`src/rtl/regfile_mp.sv`:
```
// regfile_mp: 2-read/2-write register file with write bypass, optional zero register and bulk-clear sweep
module regfile_mp #(
  parameter int DATA_W   = 8,
  parameter int ADDR_W   = 5,
  parameter int ZERO_REG = 1,
  parameter int BYPASS   = 1
) (
  input  logic              clk,
  input  logic              rst_n,
  input  logic              write_enable,
  input  logic [ADDR_W-1:0] rd,
  input  logic [DATA_W-1:0] write_data,
  input  logic              write_enable2,
  input  logic [ADDR_W-1:0] rd2,
  input  logic [DATA_W-1:0] write_data2,
  input  logic [ADDR_W-1:0] rs,
  input  logic [ADDR_W-1:0] rt,
  output logic [DATA_W-1:0] read_data1,
  output logic [DATA_W-1:0] read_data2,
  input  logic              clear_req,
  output logic              busy,
  output logic              clear_done
);
  localparam int DEPTH = 2**ADDR_W;
  typedef enum logic {IDLE, CLEAR} state_t;
  state_t            state_q;
  logic [DATA_W-1:0] regs_q [DEPTH];
  logic [ADDR_W-1:0] cnt_q;
  logic              done_q;
  logic              we0, we1;
  assign busy       = state_q == CLEAR;
  assign clear_done = done_q;
  // effective write strobes: nothing commits during a sweep or into a hardwired zero register
  always_comb begin
    we0 = write_enable && !busy && !(ZERO_REG != 0 && rd == '0);
    we1 = write_enable2 && !busy && !(ZERO_REG != 0 && rd2 == '0);
  end
  // combinational reads; forwarded data uses the same port-0-first priority as the commit
  always_comb begin
    read_data1 = (ZERO_REG != 0 && rs == '0) ? '0 :
                 (BYPASS != 0 && we0 && rd == rs) ? write_data :
                 (BYPASS != 0 && we1 && rd2 == rs) ? write_data2 : regs_q[rs];
    read_data2 = (ZERO_REG != 0 && rt == '0) ? '0 :
                 (BYPASS != 0 && we0 && rd == rt) ? write_data :
                 (BYPASS != 0 && we1 && rd2 == rt) ? write_data2 : regs_q[rt];
  end
  // array commit plus clear sweep; port 0 is assigned last so it wins a same-address collision
  always_ff @(posedge clk or negedge rst_n) begin
    if (!rst_n) begin
      for (int i = 0; i < DEPTH; i++) regs_q[i] <= '0;
      state_q <= IDLE;
      cnt_q   <= '0;
      done_q  <= 1'b0;
    end else begin
      done_q <= 1'b0;
      if (we1) regs_q[rd2] <= write_data2;
      if (we0) regs_q[rd] <= write_data;
      if (state_q == IDLE) begin
        if (clear_req) begin
          state_q <= CLEAR;
          cnt_q   <= '0;
        end
      end else begin
        regs_q[cnt_q] <= '0;
        cnt_q         <= cnt_q + ADDR_W'(1);
        if (cnt_q == ADDR_W'(DEPTH-1)) begin
          state_q <= IDLE;
          cnt_q   <= '0;
          done_q  <= 1'b1;
        end
      end
    end
  end
endmodule

```
`config.mk`:
```
export PLATFORM = sky130hd
export DESIGN_NAME = regfile_mp
export DESIGN_NICKNAME = d
export VERILOG_FILES = /design/src/rtl/regfile_mp.sv
export SDC_FILE = /design/constraint.sdc
export NUM_CORES = 1
export LEC_CHECK = 0
export CORE_UTILIZATION = 63
export DETAILED_ROUTE_END_ITERATION = 6
export PLACE_DENSITY_LB_ADDON = 0.12
export SYNTH_ARGS = -nofsm -noshare
export SYNTH_HDL_FRONTEND = slang
export SYNTH_SLANG_ARGS = --single-unit
```
`constraint.sdc`:
```
create_clock -name clk -period 3.5 [get_ports clk]
set_input_delay 0.525 -clock clk [delete_from_list [all_inputs] [get_ports clk]]
set_output_delay 0.525 -clock clk [all_outputs]
set_load 0.02 [all_outputs]
```
==> run_summary.xml <==
<?xml version="1.0" encoding="UTF-8"?>
<metrics>
  <group name="clocking">
    <metric name="clockBufferDepth" unit="">3</metric>
    <metric name="cts_buffers" unit="">29</metric>
    <metric name="clock-root-buffer" unit="">clkbuf_16</metric>
    <metric name="max_h_tree_level" unit="">1</metric>
    <metric name="cts_setup_buffers" unit="">0</metric>
    <metric name="clkLatencyLatePin" unit="ns">0.59</metric>
    <metric name="clock_sink_count" unit="">263</metric>
    <metric name="clk_transition_reported_paths" unit="ns">0.06</metric>
    <metric name="cts_tree" unit="">built</metric>
  </group>
  <group name="layout">
    <metric name="multi_input_area" unit="µm²">10700</metric>
    <metric name="share_of_final_layout_standard_cells_stronger_than_drive_strength_1" unit="%">22.1</metric>
    <metric name="fin_cells" unit="">2228</metric>
    <metric name="finalCoreUtilization" unit="%">74.9</metric>
    <metric name="finish.net_count" unit="">1871</metric>
    <metric name="area.growth.synth_to_final" unit="%">16.4</metric>
    <metric name="ff_latch_area" unit="µm²">6580</metric>
    <metric name="fillerInstances" unit="">1980</metric>
  </group>
  <group name="synthesis">
    <metric name="synthCells" unit="">1705</metric>
    <metric name="syn-num-nets" unit="">1751</metric>
    <metric name="syn-mean-instance-area" unit="µm²">10.5</metric>
    <metric name="yosys.cell_count.top_type" unit="">nor2_1</metric>
    <metric name="synth.distinct_cells" unit="">51</metric>
    <metric name="synthMuxAreaShare" unit="%">32.4</metric>
    <metric name="share_of_the_yosys_chip_area_belonging_to_registers" unit="%">36.6</metric>
    <metric name="largest_family_of_logic_cells_by_synthesized_area" unit="">multiplexers</metric>
    <metric name="post_synth_edffs" unit="">0</metric>
    <metric name="synth_simple_gate_area_share" unit="%">12.2</metric>
    <metric name="synth_largest_type_area_fraction" unit="%">36.6</metric>
    <metric name="compound_gate_portion_of_the_synthesized_area" unit="%">13.4</metric>
    <metric name="dominantRegCellSynth" unit="">dfrtp_1</metric>
    <metric name="synth_area_leaders" unit="">dfrtp_1 (37%), mux2i_1 (17%), mux4_2 (16%), a211oi_1 (10%), nor2_1 (6.4%)</metric>
    <metric name="synthesis.yosys.warnings" unit="">0</metric>
    <metric name="post_synth_instance_area" unit="µm²">18000</metric>
    <metric name="synth.ff_latch_count" unit="">263</metric>
    <metric name="synthXorXnorAreaFrac" unit="%">1.07</metric>
    <metric name="post_synth_fa_ha_maj_area_fraction" unit="%">0.348</metric>
    <metric name="synth.top_cells.by_count" unit="">nor2_1 (306), mux2i_1 (297), dfrtp_1 (263)</metric>
    <metric name="async_reset_ff_share" unit="%">100</metric>
    <metric name="yosys.area.top_type" unit="">dfrtp_1</metric>
  </group>
  <group name="worst_setup_path">
    <metric name="r2r_end" unit="">regs_q[36]</metric>
    <metric name="reg2reg_slack" unit="ns">0.74</metric>
    <metric name="worst-r2r-cell-count" unit="">9</metric>
    <metric name="setup.worst_path.start" unit="">regs_q[142]</metric>
    <metric name="critical_path_required" unit="ns">2.97</metric>
    <metric name="cp_max_fo" unit="">2</metric>
    <metric name="r2r_start" unit="">busy</metric>
    <metric name="setup.worst_path.end_class" unit="">output port</metric>
    <metric name="endpoint" unit="">read_data2[6]</metric>
    <metric name="timing.critical_path.arrival" unit="ns">2.95</metric>
    <metric name="worstSetupStartpointType" unit="">flop</metric>
    <metric name="kind_of_critical_path" unit="">flop to output port</metric>
  </group>
  <group name="placement">
    <metric name="placedCellCount" unit="">2171</metric>
    <metric name="gp_routability_congestion" unit="">1.03</metric>
    <metric name="pre_cts_slack" unit="ns">-0.359</metric>
    <metric name="detailedPlacementHpwl" unit="µm">50000</metric>
    <metric name="buffer_ports.inserted" unit="">58</metric>
  </group>
  <group name="sta">
    <metric name="clock_skew" unit="ns">0.0149</metric>
    <metric name="maxSlewHeadroom" unit="%">42.0</metric>
    <metric name="rsz0062_at_grt" unit="">false</metric>
    <metric name="max_slew.worst_pin.slew" unit="ns">0.867</metric>
    <metric name="period_needed" unit="ns">3.47</metric>
    <metric name="setup_ws" unit="ns">0.0261</metric>
    <metric name="finalHoldViolations" unit="">0</metric>
    <metric name="setup-violations-final" unit="">0</metric>
    <metric name="achievable_clock_frequency" unit="MHz">288</metric>
    <metric name="timing.final.crit_share" unit="%">99.3</metric>
    <metric name="maxSlewViolCount" unit="">0</metric>
  </group>
  <group name="floorplan">
    <metric name="die-height" unit="µm">171</metric>
    <metric name="ioPinCount" unit="">59</metric>
    <metric name="number_of_placement_rows" unit="">61</metric>
    <metric name="fp.coreArea" unit="µm²">27900</metric>
    <metric name="effective_utilization_at_floorplan" unit="%">64.3</metric>
    <metric name="chipWidth" unit="µm">171</metric>
    <metric name="fp.dieArea" unit="µm²">29200</metric>
  </group>
  <group name="global_routing">
    <metric name="initial_antenna_violation_count" unit="">4</metric>
    <metric name="grt.overflow.total" unit="">0</metric>
    <metric name="grtUsageTotal" unit="%">49.5</metric>
    <metric name="grt_pass1_wl" unit="µm">103000</metric>
    <metric name="grt_start_max_net_pins" unit="">93</metric>
    <metric name="first_global_vias" unit="">15600</metric>
  </group>
  <group name="power">
    <metric name="ir_worst_vdd" unit="V">0.000593</metric>
    <metric name="pleak" unit="nW">9.18</metric>
    <metric name="power.combinational.fraction" unit="%">37.6</metric>
    <metric name="power_switching" unit="W">0.00544</metric>
    <metric name="power-per-cell-area" unit="nW/µm²">676</metric>
    <metric name="power.share.switching" unit="%">38.5</metric>
    <metric name="seq_power_share" unit="%">39.4</metric>
    <metric name="power_frac_clock" unit="%">23.0</metric>
    <metric name="internal_power" unit="W">0.00870</metric>
  </group>
  <group name="drt">
    <metric name="route.detailed.vias_per_inst" unit="">7.45</metric>
    <metric name="highest_layer" unit="">met5</metric>
    <metric name="drt_drc_violations_left" unit="">0</metric>
    <metric name="detail-route-antenna-nets" unit="">0</metric>
    <metric name="drt-wirelength-per-cell" unit="µm">32.0</metric>
    <metric name="final_wl" unit="µm">71200</metric>
    <metric name="first_pass_iters" unit="">6</metric>
    <metric name="m1WireLength" unit="µm">26600</metric>
    <metric name="vias" unit="">16600</metric>
    <metric name="wl_met2" unit="µm">29900</metric>
    <metric name="met3_length" unit="µm">10700</metric>
    <metric name="first_iter_violations" unit="">2473</metric>
  </group>
  <group name="min_path">
    <metric name="holdCritPathClass" unit="">flop to flop</metric>
  </group>
  <group name="flow_run">
    <metric name="cap_violations" unit="">0</metric>
  </group>
  <group name="outcome">
    <metric name="outcome" unit="">finished clean</metric>
  </group>
</metrics>
layout by cell type (no fill, tap or decap), types with 5 or more instances in the layout:
cell	count
a31oi_1	6
clkbuf_2	9
mux2i_1	297
nor2b_1	13
nand2b_1	18
o21ai_0	8
mux4_2	126
a21oi_1	10
clkbuf_16	29
a211oi_1	250
nand2_1	66
buf_4	177
nor2_2	16
o22ai_1	7
inv_1	6
clkinv_2	7
xor2_1	8
a22oi_1	22
dlygate4sd2_1	5
ha_1	5
dfrtp_1	262
clkdlybuf4s50_1	34
and2_1	12
nand3_1	19
clkbuf_8	5
buf_12	15
nor2_1	306
nor3_1	17
xnor2_1	14
sequential cells by signal, indices dropped and copies added, names as in the netlist:
register / flops
regs_q: 256
cnt_q: 5
busy: 1
clear_done: 1
stage by stage:
step / setup TNS [ns] / total power [W] / instance area, µm² / hold WS [ns]
after floorplan: 0 / 0.00834 / 18000 / 0.229
after global placement: -3.90 / 0.0104 / 19900 / 0.486
after detailed placement: -4.02 / 0.0106 / 19900 / 0.498
after CTS: 0 / 0.0138 / 20900 / 0.517
after global routing: 0 / 0.0145 / 20900 / 0.538
final: 0 / 0.0141 / 20900 / 0.521
worst max-delay path: stages (launching register included):
cell and delay, ns:
dfrtp_1 0.43, buf_4 0.17, mux4_2 0.52, mux4_2 0.55
mux2i_1 0.16, o21ai_0 0.10, o21a_1 0.11, dlygate4sd2_1 0.32
timing repair:
item,in CTS,in global routing
endpoints found under the hold margin,29,0
endpoints found under the setup margin,16,13
hold buffers,1,0
gates resized for setup,24,24
logic make-up (layout without fill, tap and decap cells):
kind of cell | count (synthesis) | after routing
AO/OA/AOI/OAI | 325 | 325
buffers and inverters | 167 | 310
XOR/XNOR | 22 | 22
adder cells (fa/ha/maj) | 5 | 5
other | 0 | 2
AND/OR/NAND/NOR | 500 | 500
multiplexers | 423 | 423
flip-flops | 263 | 263
routing by layer:
layer | vias up | GRT usage, %
met2 | 1490 | 70.9
met1 | 8122 | 69.0
met5 | - | 2.26
met3 | 294 | 16.0
li1 | 6676 | -
met4 | 6 | 20.6
layout make-up:
cell class	instances	area share (%)
antenna	2	0.0239
multi-input combinational	1275	51.1
sequential	263	31.5
inverter	7	0.126
clock inverter	16	0.880
tap	378	2.26
clock buffer	38	3.87
timing repair buffer	249	10.3
power groups by stage:
stage	registers, W	clock network, W	logic [W]
after floorplan	0.00494	0	0.00340
after global placement	0.00538	0	0.00499
after detailed placement	0.00547	0	0.00513
after CTS	0.00545	0.00324	0.00514
after global routing	0.00562	0.00334	0.00552
final	0.00557	0.00325	0.00532
worst min path at each step:
stage	from	endpoint	cells past startpoint
floorplan	rst_n	busy	0
global placement	regs_q[250]	regs_q[250]	1
global route	regs_q[252]	regs_q[252]	1
finish	regs_q[254]	regs_q[254]	1
CTS	regs_q[252]	regs_q[252]	1
detailed placement	regs_q[252]	regs_q[252]	1
Power figures use the tool's default switching activity.
